**config.mk**
```make
export PLATFORM = sky130hd
export DESIGN_NAME = i3c_target_responder
export DESIGN_NICKNAME = d
export VERILOG_FILES = /design/src/rtl/i3c_target_responder.sv
export SDC_FILE = /design/constraint.sdc
export NUM_CORES = 1
export LEC_CHECK = 0
export CORE_MARGIN = 2
export CORE_UTILIZATION = 50
export CTS_CLUSTER_DIAMETER = 80
export CTS_CLUSTER_SIZE = 12
export DETAILED_ROUTE_END_ITERATION = 16
export GPL_TIMING_DRIVEN = 0
export PLACE_DENSITY = 0.75
export SYNTH_ARGS = -nofsm -noshare
export SYNTH_HDL_FRONTEND = slang
export SYNTH_SLANG_ARGS = --single-unit
```
**constraint.sdc**
```tcl
create_clock -name clk -period 3.37 [get_ports clk]
set_input_delay 0.8425 -clock clk [delete_from_list [all_inputs] [get_ports clk]]
set_output_delay 0.8425 -clock clk [all_outputs]
set_load 0.1 [all_outputs]
```
**src/rtl/i3c_target_responder.sv**
```systemverilog
// I3C target endpoint: ENTDAA, GETCAPS and RSTDAA responder plus idle-bus In-Band Interrupt requester.
// SCL/SDA are oversampled on clk; SDA is open-drain, so sda_oe=1 pulls the line low.
module i3c_target_responder #(
  parameter logic [7:0]  STATIC_ADDR     = 8'h50,
  parameter logic [7:0]  BCR_VAL         = 8'h06,
  parameter logic [7:0]  DCR_VAL         = 8'h00,
  parameter logic [7:0]  LVR_VAL         = 8'h00,
  parameter int unsigned BUS_FREE_CYCLES = 16,
  parameter int unsigned IBI_TIMEOUT     = 1024
) (
  input  logic       clk,
  input  logic       reset_n,
  input  logic       scl_in,
  input  logic       sda_in,
  output logic       sda_oe,
  output logic [6:0] dyn_addr,
  output logic       da_valid,
  input  logic       ibi_req,
  output logic       ibi_busy,
  output logic       ibi_done,
  output logic       ibi_timeout,
  output logic       ccc_err
);

  localparam logic [3:0] S_IDLE      = 4'd0;
  localparam logic [3:0] S_CMD       = 4'd1;
  localparam logic [3:0] S_CMD_ACK   = 4'd2;
  localparam logic [3:0] S_DAA_TX    = 4'd3;
  localparam logic [3:0] S_DAA_RX    = 4'd4;
  localparam logic [3:0] S_DAA_ACK   = 4'd5;
  localparam logic [3:0] S_ADDR      = 4'd6;
  localparam logic [3:0] S_ADDR_ACK  = 4'd7;
  localparam logic [3:0] S_CAP_TX    = 4'd8;
  localparam logic [3:0] S_WAIT_STOP = 4'd9;
  localparam logic [3:0] S_IBI       = 4'd10;

  localparam int unsigned FREE_W = $clog2(BUS_FREE_CYCLES + 1);
  localparam int unsigned IBI_W  = $clog2(IBI_TIMEOUT + 1);
  localparam logic [FREE_W-1:0] FREE_MAX = FREE_W'(BUS_FREE_CYCLES);
  localparam logic [IBI_W-1:0]  IBI_LAST = IBI_W'(IBI_TIMEOUT - 1);

  logic              r_scl_s1, r_scl_s2, r_scl_d;
  logic              r_sda_s1, r_sda_s2, r_sda_d;
  logic [3:0]        r_state, r_next;
  logic [5:0]        r_bit_cnt, r_tx_len;
  logic [7:0]        r_rx;
  logic [31:0]       r_tx;
  logic [FREE_W-1:0] r_free_cnt;
  logic [IBI_W-1:0]  r_ibi_cnt;
  logic              r_sda_oe, r_da_valid, r_ccc_err, r_ibi_done, r_ibi_timeout;
  logic [6:0]        r_dyn_addr;

  logic w_scl_rise, w_scl_fall, w_start, w_stop;

  assign w_scl_rise = r_scl_s2 & ~r_scl_d;
  assign w_scl_fall = ~r_scl_s2 & r_scl_d;
  assign w_start    = r_scl_s2 & r_scl_d & r_sda_d & ~r_sda_s2;
  assign w_stop     = r_scl_s2 & r_scl_d & ~r_sda_d & r_sda_s2;

  assign sda_oe      = r_sda_oe;
  assign dyn_addr    = r_dyn_addr;
  assign da_valid    = r_da_valid;
  assign ibi_busy    = (r_state == S_IBI);
  assign ibi_done    = r_ibi_done;
  assign ibi_timeout = r_ibi_timeout;
  assign ccc_err     = r_ccc_err;

  always_ff @(posedge clk or negedge reset_n) begin
    if (!reset_n) begin
      {r_scl_s1, r_scl_s2, r_scl_d} <= '1;
      {r_sda_s1, r_sda_s2, r_sda_d} <= '1;
      r_state       <= S_IDLE;
      r_next        <= S_IDLE;
      r_bit_cnt     <= '0;
      r_tx_len      <= '0;
      r_rx          <= '0;
      r_tx          <= '0;
      r_free_cnt    <= '0;
      r_ibi_cnt     <= '0;
      r_sda_oe      <= 1'b0;
      r_da_valid    <= 1'b0;
      r_dyn_addr    <= '0;
      r_ccc_err     <= 1'b0;
      r_ibi_done    <= 1'b0;
      r_ibi_timeout <= 1'b0;
    end else begin
      r_scl_s1 <= scl_in;
      r_scl_s2 <= r_scl_s1;
      r_scl_d  <= r_scl_s2;
      r_sda_s1 <= sda_in;
      r_sda_s2 <= r_sda_s1;
      r_sda_d  <= r_sda_s2;
      r_ccc_err     <= 1'b0;
      r_ibi_done    <= 1'b0;
      r_ibi_timeout <= 1'b0;

      if (r_state == S_IDLE && r_scl_s2 && r_sda_s2) begin
        if (r_free_cnt != FREE_MAX) r_free_cnt <= r_free_cnt + 1'b1;
      end else begin
        r_free_cnt <= '0;
      end

      // Our own IBI drive looks like START (and its release like STOP), so framing is ignored in IBI.
      if (r_state != S_IBI && w_start) begin
        r_state   <= S_CMD;
        r_bit_cnt <= '0;
        r_sda_oe  <= 1'b0;
      end else if (r_state != S_IBI && w_stop) begin
        r_state  <= S_IDLE;
        r_sda_oe <= 1'b0;
      end else begin
        case (r_state)
          S_IDLE: begin
            if (r_free_cnt == FREE_MAX && ibi_req && r_da_valid) begin
              r_state   <= S_IBI;
              r_sda_oe  <= 1'b1;
              r_ibi_cnt <= '0;
            end
          end
          S_CMD, S_DAA_RX, S_ADDR: begin
            if (w_scl_rise) begin
              r_rx      <= {r_rx[6:0], r_sda_s2};
              r_bit_cnt <= r_bit_cnt + 6'd1;
            end else if (w_scl_fall && r_bit_cnt == 6'd8) begin
              r_bit_cnt <= '0;
              r_state   <= S_WAIT_STOP;
              if (r_state == S_CMD) begin
                case (r_rx)
                  8'h07: if (!r_da_valid) begin
                    r_sda_oe <= 1'b1;
                    r_state  <= S_CMD_ACK;
                    r_next   <= S_DAA_TX;
                  end
                  8'h08: begin
                    r_sda_oe <= 1'b1;
                    r_state  <= S_CMD_ACK;
                    r_next   <= S_ADDR;
                  end
                  8'h06: begin
                    r_sda_oe   <= 1'b1;
                    r_state    <= S_CMD_ACK;
                    r_next     <= S_WAIT_STOP;
                    r_da_valid <= 1'b0;
                    r_dyn_addr <= '0;
                  end
                  default: r_ccc_err <= 1'b1;
                endcase
              end else if (r_state == S_DAA_RX) begin
                r_dyn_addr <= r_rx[6:0];
                r_da_valid <= 1'b1;
                r_sda_oe   <= 1'b1;
                r_state    <= S_DAA_ACK;
                r_next     <= S_WAIT_STOP;
              end else if (r_rx[7:1] == r_dyn_addr && !r_rx[0] && r_da_valid) begin
                r_sda_oe <= 1'b1;
                r_state  <= S_ADDR_ACK;
                r_next   <= S_CAP_TX;
              end else begin
                r_ccc_err <= 1'b1;
              end
            end
          end
          S_CMD_ACK, S_DAA_ACK, S_ADDR_ACK: begin
            if (w_scl_rise) begin
              r_bit_cnt <= 6'd1;
            end else if (w_scl_fall && r_bit_cnt != 6'd0) begin
              // The fall that ends the ACK also presents the first transmit bit.
              r_bit_cnt <= '0;
              r_state   <= r_next;
              r_sda_oe  <= 1'b0;
              if (r_next == S_DAA_TX) begin
                r_tx     <= {BCR_VAL, DCR_VAL, LVR_VAL, STATIC_ADDR};
                r_tx_len <= 6'd32;
                r_sda_oe <= ~BCR_VAL[7];
              end else if (r_next == S_CAP_TX) begin
                r_tx     <= {BCR_VAL, DCR_VAL, LVR_VAL, 8'h00};
                r_tx_len <= 6'd24;
                r_sda_oe <= ~BCR_VAL[7];
              end
            end
          end
          S_DAA_TX, S_CAP_TX: begin
            if (w_scl_rise) begin
              if (r_state == S_DAA_TX && r_tx[31] && !r_sda_s2) begin
                r_sda_oe  <= 1'b0;
                r_ccc_err <= 1'b1;
                r_state   <= S_WAIT_STOP;
              end else begin
                r_bit_cnt <= r_bit_cnt + 6'd1;
              end
            end else if (w_scl_fall && r_bit_cnt != 6'd0) begin
              if (r_bit_cnt == r_tx_len) begin
                r_sda_oe  <= 1'b0;
                r_bit_cnt <= '0;
                r_state   <= (r_state == S_DAA_TX) ? S_DAA_RX : S_WAIT_STOP;
              end else begin
                r_tx     <= {r_tx[30:0], 1'b0};
                r_sda_oe <= ~r_tx[30];
              end
            end
          end
          S_WAIT_STOP: r_sda_oe <= 1'b0;
          S_IBI: begin
            if (!r_scl_s2) begin
              r_ibi_done <= 1'b1;
              r_sda_oe   <= 1'b0;
              r_state    <= S_IDLE;
            end else if (r_ibi_cnt == IBI_LAST) begin
              r_ibi_timeout <= 1'b1;
              r_sda_oe      <= 1'b0;
              r_state       <= S_IDLE;
            end else begin
              r_ibi_cnt <= r_ibi_cnt + 1'b1;
            end
          end
          default: begin
            r_state  <= S_IDLE;
            r_sda_oe <= 1'b0;
          end
        endcase
      end
    end
  end

endmodule
```
# [After elaboration in Yosys (flattened, before gate mapping)]
# Cells that the tools add are included.
# W data, S select, Z words.
[word_totals] wordCells=227 output_inout_bits=13 regBits=94
[classes] n_reduce_logical=36 eq_ne=54 add_sub_neg=3 n_mux=99 bitwise_logic=15
[ops] cell="$mux W32" n=7
[ops] cell="$mux W4" n=22
[ops] cell="$mux W6" n=12
[ops] cell="$pmux W32 S2" n=1
[ops] cell="$mux W1" n=41
[ops] cell="$ne A4 B4 Y1 const B" n=10
[ops] cell="$mux W11" n=3
[ops] cell="$pmux W4 S6" n=1
[ops] cell="$pmux W11 S2" n=1
[ops] cell="$mux W7" n=3
[ops] cell="$ne A5 B5 Y1 const B" n=4
[ops] cell="$pmux W6 S3" n=1
[ops] cell="$eq A4 B3 Y1 const B" n=4
[ops] cell="$eq A4 B4 Y1 const B" n=4
[ops] cell="$eq A8 B3 Y1 const B" n=2
[ops] cell="$ne A2 B2 Y1 const B" n=7
[ops] cell="$reduce_and A7 Y1" n=2
[ops] cell="$eq A4 B2 Y1 const B" n=3
[ops] cell="$logic_and A1 B1 Y1" n=12
[ops] cell="$ne A6 B6 Y1 const B" n=2
[ops] cell="$pmux W4 S3" n=1
[ops] cell="$reduce_and A6 Y1" n=2
[ops] cell="$add A11 B1 Y11 const B" n=1
[ops] cell="$eq A11 B10 Y1 const B" n=1
[ops] cell="32 further kinds" n=60

# [Longest topological paths before layout]
[logic_depth] ltp_word=11 depth_mapped=10 ltp_nobuf=8

# [Worst setup path after synthesis]
# Ideal clock, no wire load.
[synth_timing] path_type="reg2reg" start="register r_da_valid, in the netlist da_valid" end="register r_state[0]" stages_incl_launch_ff=9 setup_ns=0.125 arrival_time_ns=2.646 t_required_ns=3.245 setup_slack_ns=0.599 path_cell_list="dfrtp_1 > and2_1 > a21boi_1 > or3_1 > buf_2 > or3_4 > and4_4 > buf_6 > mux2_4"
[synth_via] elab_chain_cells=8 elab_cells_between_ends=11 classes_between="eq/ne (1); mux (8); reduce/logical (2)"
[synth_rtl] item="start, declared" line="50" text="logic r_sda_oe, r_da_valid, r_ccc_err, r_ibi_done, r_ibi_timeout;"
[synth_rtl] item="start signal, assigned" line="81" text="r_da_valid <= 1'b0;"
[synth_rtl] item="start signal, assigned" line="143" text="r_da_valid <= 1'b0;"
[synth_rtl] item="start signal, assigned" line="150" text="r_da_valid <= 1'b1;"
[synth_rtl] item="$mux W4" line="129" text="8'h07: if (!r_da_valid) begin"
[synth_rtl] item="$pmux W4 S2" line="128" text="case (r_rx)"
[synth_rtl] item="$mux W4" line="127" text="if (r_state == S_CMD) begin"
[synth_rtl] item="$mux W4" line="124" text="end else if (w_scl_fall && r_bit_cnt == 6'd8) begin"
[synth_rtl] item="$mux W4" line="121" text="if (w_scl_rise) begin"
[synth_rtl] item="$pmux W4 S6" line="112" text="case (r_state)"
[synth_rtl] item="$mux W4" line="108" text="end else if (r_state != S_IBI && w_stop) begin"
[synth_rtl] item="$mux W4" line="104" text="if (r_state != S_IBI && w_start) begin"
[synth_rtl] item="end signal, assigned" line="169" text="r_state <= r_next;"
[synth_rtl] item="end signal, assigned" line="195" text="r_state <= (r_state == S_DAA_TX) ? S_DAA_RX : S_WAIT_STOP;"
[synth_rtl] item="end, declared" line="44" text="logic [3:0] r_state, r_next;"
# Parallel ways exist; a longest one is shown, timed or not. The select of a mux whose other input is x is not followed.
# A chain may end at the register's enable or synchronous reset.

# [Final worst setup path]
[layout_timing] start="register r_state[0]" end="output port ibi_busy"
[layout_via] elab_chain_cells=1
[layout_rtl] item="$eq A4 B4 Y1" line="63" text="assign ibi_busy = (r_state == S_IBI);"
[layout_rtl] item="end, declared" line="19" text="output logic ibi_busy,"
# No other way between the ends.

==> results.json <==
{
  "outcome": "finished clean",
  "vias": 3721,
  "drc": 0,
  "ant_nets": 0,
  "fmax_ghz": 0.314,
  "synthCells": 491,
  "die_y_um": 99.8,
  "area_delta_synth_final_pct": 11.5,
  "h-tree-depth": 3,
  "numCtsBuffers": 9,
  "grt_overflow": 0,
  "placedCellCount": 617,
  "crit_family": "buffers and inverters",
  "synth.cell_area_um2": 4590,
  "arrival_ns": 2.34,
  "p_per_area_nw_per_um2": 680,
  "antenna_found_initial": 0,
  "leakagePower_nw": 2.16,
  "drv_cap": 0,
  "cts_resized": 1,
  "final-max-slew-violation-count": 0,
  "finalHoldViolations": 0,
  "first_pass_iters": 5,
  "dp_hpwl_um": 7040,
  "holdBufCountCts": 0,
  "cp_max_fo": 10,
  "rsz0062_at_grt": "false",
  "synth_warnings": 0,
  "grt_pass1_wl_um": 17200,
  "synth_async_sr_flop_share_pct": 100,
  "drive_gt1_share_pct": 11.5,
  "routed_wl_um": 9920,
  "post_cts_buffers": 0,
  "path_cells": "nand4bb_1, buf_4, clkinv_2, buf_2, dlygate4sd2_1",
  "dieArea_um2": 9970,
  "hold_path_depth": 0,
  "viasPerCell": 5.89,
  "cp_slowest_cell": "dlygate4sd2_1",
  "required_ns": 2.53,
  "post-route-min-period_ns": 3.19,
  "fin_crit_sh_pct": 94.5,
  "start_kind": "flip-flop",
  "grt_use_total_pct": 21.4,
  "rows": 34,
  "io_pins": 18,
  "clock_latency_ns": 0.36,
  "drt-initial-drc-count": 196,
  "crit_buf_inv": 4,
  "finalNetCount": 530,
  "syn_area_per_cell_um2": 9.35,
  "rr_worst_depth": 8,
  "syn_nets": 501,
  "place_congestion": 0.898,
  "slew_headroom_pct": 34.6,
  "cts_tree": "done",
  "synth_seq_cells": 86,
  "grt_pass1_vias": 3544,
  "synth-edff-count": 0,
  "endpoint_kind": "primary output",
  "path_class": "flip-flop to primary output",
  "ys_seq_area_share_pct": 47.0,
  "hold_path_class": "flip-flop to flip-flop",
  "synth_top_flop_cell": "dfrtp_1",
  "start_util_pct": 52.2,
  "diodes": 0,
  "fin_skew_ns": 0.0111,
  "instances_no_fill": 632,
  "io_buffer_count": 17,
  "cts.clk_slew.worst_paths_ns": 0.08,
  "ys_types": 73,
  "fp.dieW_um": 99.8,
  "clk_path_buf_depth": 2,
  "slowest_delay_ns": 0.89,
  "final_util_pct": 58.2,
  "clock-sinks": 86,
  "ir_worst_vdd_uv": 436,
  "grt_max_degree": 45,
  "fp.coreArea_um2": 8810,
  "setup_viol": 0,
  "cts_root_buf": "clkbuf_8",
  "crit_cells": 5,
  "worstMarginPinSlew_ns": 0.978,
  "wl_per_cell_um": 15.7
}
==> flip-flops by register name, indices dropped and copies added (netlist names), 2 cells and up <==
signal      count
r_bit_cnt       6
r_ibi_cnt      11
r_rx            8
r_tx_len        2
r_next          4
r_state         4
dyn_addr        7
r_tx           28
r_free_cnt      5
==> stage by stage <==
stage	setup TNS [ns]	area, um2	worst slack (ns)	hold slack [ns]	power, mW
4_1_cts	0	5120	0.182	0.360	3.48
2_1_floorplan	0	4590	0.599	0.345	2.37
3_3_place_gp	-122.00	4900	-1.49	0.346	2.68
3_5_place_dp	0	4920	0.218	0.347	2.71
6_report	0	5120	0.184	0.358	3.48
5_1_grt	0	5120	0.0860	0.365	3.69
==> worst reg2reg max path: cells and delay by family (launching register included) <==
kind / cells / cell delay [ns]
flops: 1 / 0.46
mux: 1 / 0.30
simple gates: 4 / 1.26
buf+inv: 2 / 0.30
compound gates: 1 / 0.44
==> worst paths after layout <==
path / startpoint / endpoint / slack [ns]
worst max-delay path: r_state[0] / ibi_busy / 0.18
worst min-delay path: r_scl_s1 / r_scl_s2 / 0.36
worst max register to register: r_state[1] / r_state[0] / 0.50
worst min register to register: r_scl_s1 / r_scl_s2 / 0.36
max in group asynchronous: reset_n / r_scl_d / 2.23
min in group asynchronous: reset_n / r_ibi_cnt[8] / 0.46
==> cell families (layout without fill, tap and decap cells) <==
family | count (synthesis) | count (layout) | synth area share, %
DFF | 86 | 86 | 47.0
adders and majority gates | 5 | 5 | 1.36
muxes | 22 | 22 | 5.39
and+or+nand+nor | 177 | 177 | 20.8
AOI/OAI and AO/OA | 116 | 116 | 15.9
buffers and inverters | 67 | 100 | 6.02
xor gates and xnor gates | 18 | 18 | 3.60
==> power by group <==
| part | switching, mW | internal, mW |
|---|---|---|
| Combinational | 0.905 | 0.586 |
| Clock | 0.369 | 0.383 |
| Sequential | 0.105 | 1.13 |
==> routing by layer <==
layer | GRT usage, % | part of all wire, % | wire length, um
met4 | 5.90 | 1.1 | 114
met2 | 33.5 | 48 | 4760
met1 | 30.5 | 46 | 4580
met5 | 0 | 0 | 0
met3 | 4.25 | 4.7 | 467
==> area by class of cell <==
| class | instances | area (um2) |
|---|---|---|
| fill | 771 | 3680 |
| sequential | 86 | 2160 |
| multi-input combinational | 338 | 2160 |
| timing repair buffer | 18 | 186 |
| clock buffer | 11 | 151 |
| inverter | 39 | 148 |
| tap | 108 | 135 |
| buffer | 28 | 129 |
| clock inverter | 4 | 55.1 |
==> cells in the mapped netlist (2+ instances only) <==
master     number  share of area [%]
xor2_1          2               0.38
mux2_2         10                2.5
and2_1          3               0.41
o31a_1          2               0.38
o31ai_1         8                1.3
or4b_1          3               0.65
dfrtp_1        80                 44
nand2_1        37                3.0
dfstp_2         6                3.4
ha_1            5                1.4
nor3_1         10                1.1
nand4_1         5               0.68
nor4_1          5               0.68
o21ai_1         8               0.87
o32ai_1         4               0.76
nand2b_1        3               0.41
xnor2_1        15                2.9
or3_1           4               0.54
nand4b_1        2               0.38
o21a_1          2               0.33
clkbuf_1       15                1.2
mux2_4          3               0.98
a22oi_1         2               0.33
nor3b_1         2               0.33
nor2_1         29                2.4
a31oi_1         5               0.68
o2111ai_1       2               0.38
a21o_1          6               0.98
nand3b_1        3               0.49
mux2i_1         9                2.0
or3b_1          2               0.38
nand3_1        40                4.4
and3_1          9                1.2
o22ai_1         4               0.54
o21ai_0        46                5.0
a21oi_1        13                1.4
buf_2           9               0.98
inv_1          38                3.1
nor2b_1         6               0.82
==> placed cells by master, fill, tap and decap left out, types with 5 or more instances in the layout <==
master           synthesis  final
a21o_1                   6      6
a21oi_1                 13     13
a31oi_1                  5      5
and3_1                   9      9
buf_2                    9      9
clkbuf_1                15     15
clkbuf_8                 0     11
clkdlybuf4s50_1          0     15
dfrtp_1                 80     80
dfstp_2                  6      6
ha_1                     5      5
inv_1                   38     38
mux2_2                  10     10
mux2i_1                  9      9
nand2_1                 37     37
nand3_1                 40     40
nand4_1                  5      5
nor2_1                  29     29
nor2b_1                  6      6
nor3_1                  10     10
nor4_1                   5      5
o21ai_0                 46     46
o21ai_1                  8      8
o31ai_1                  8      8
xnor2_1                 15     15
No activity file was read; power rests on OpenSTA's default activity.
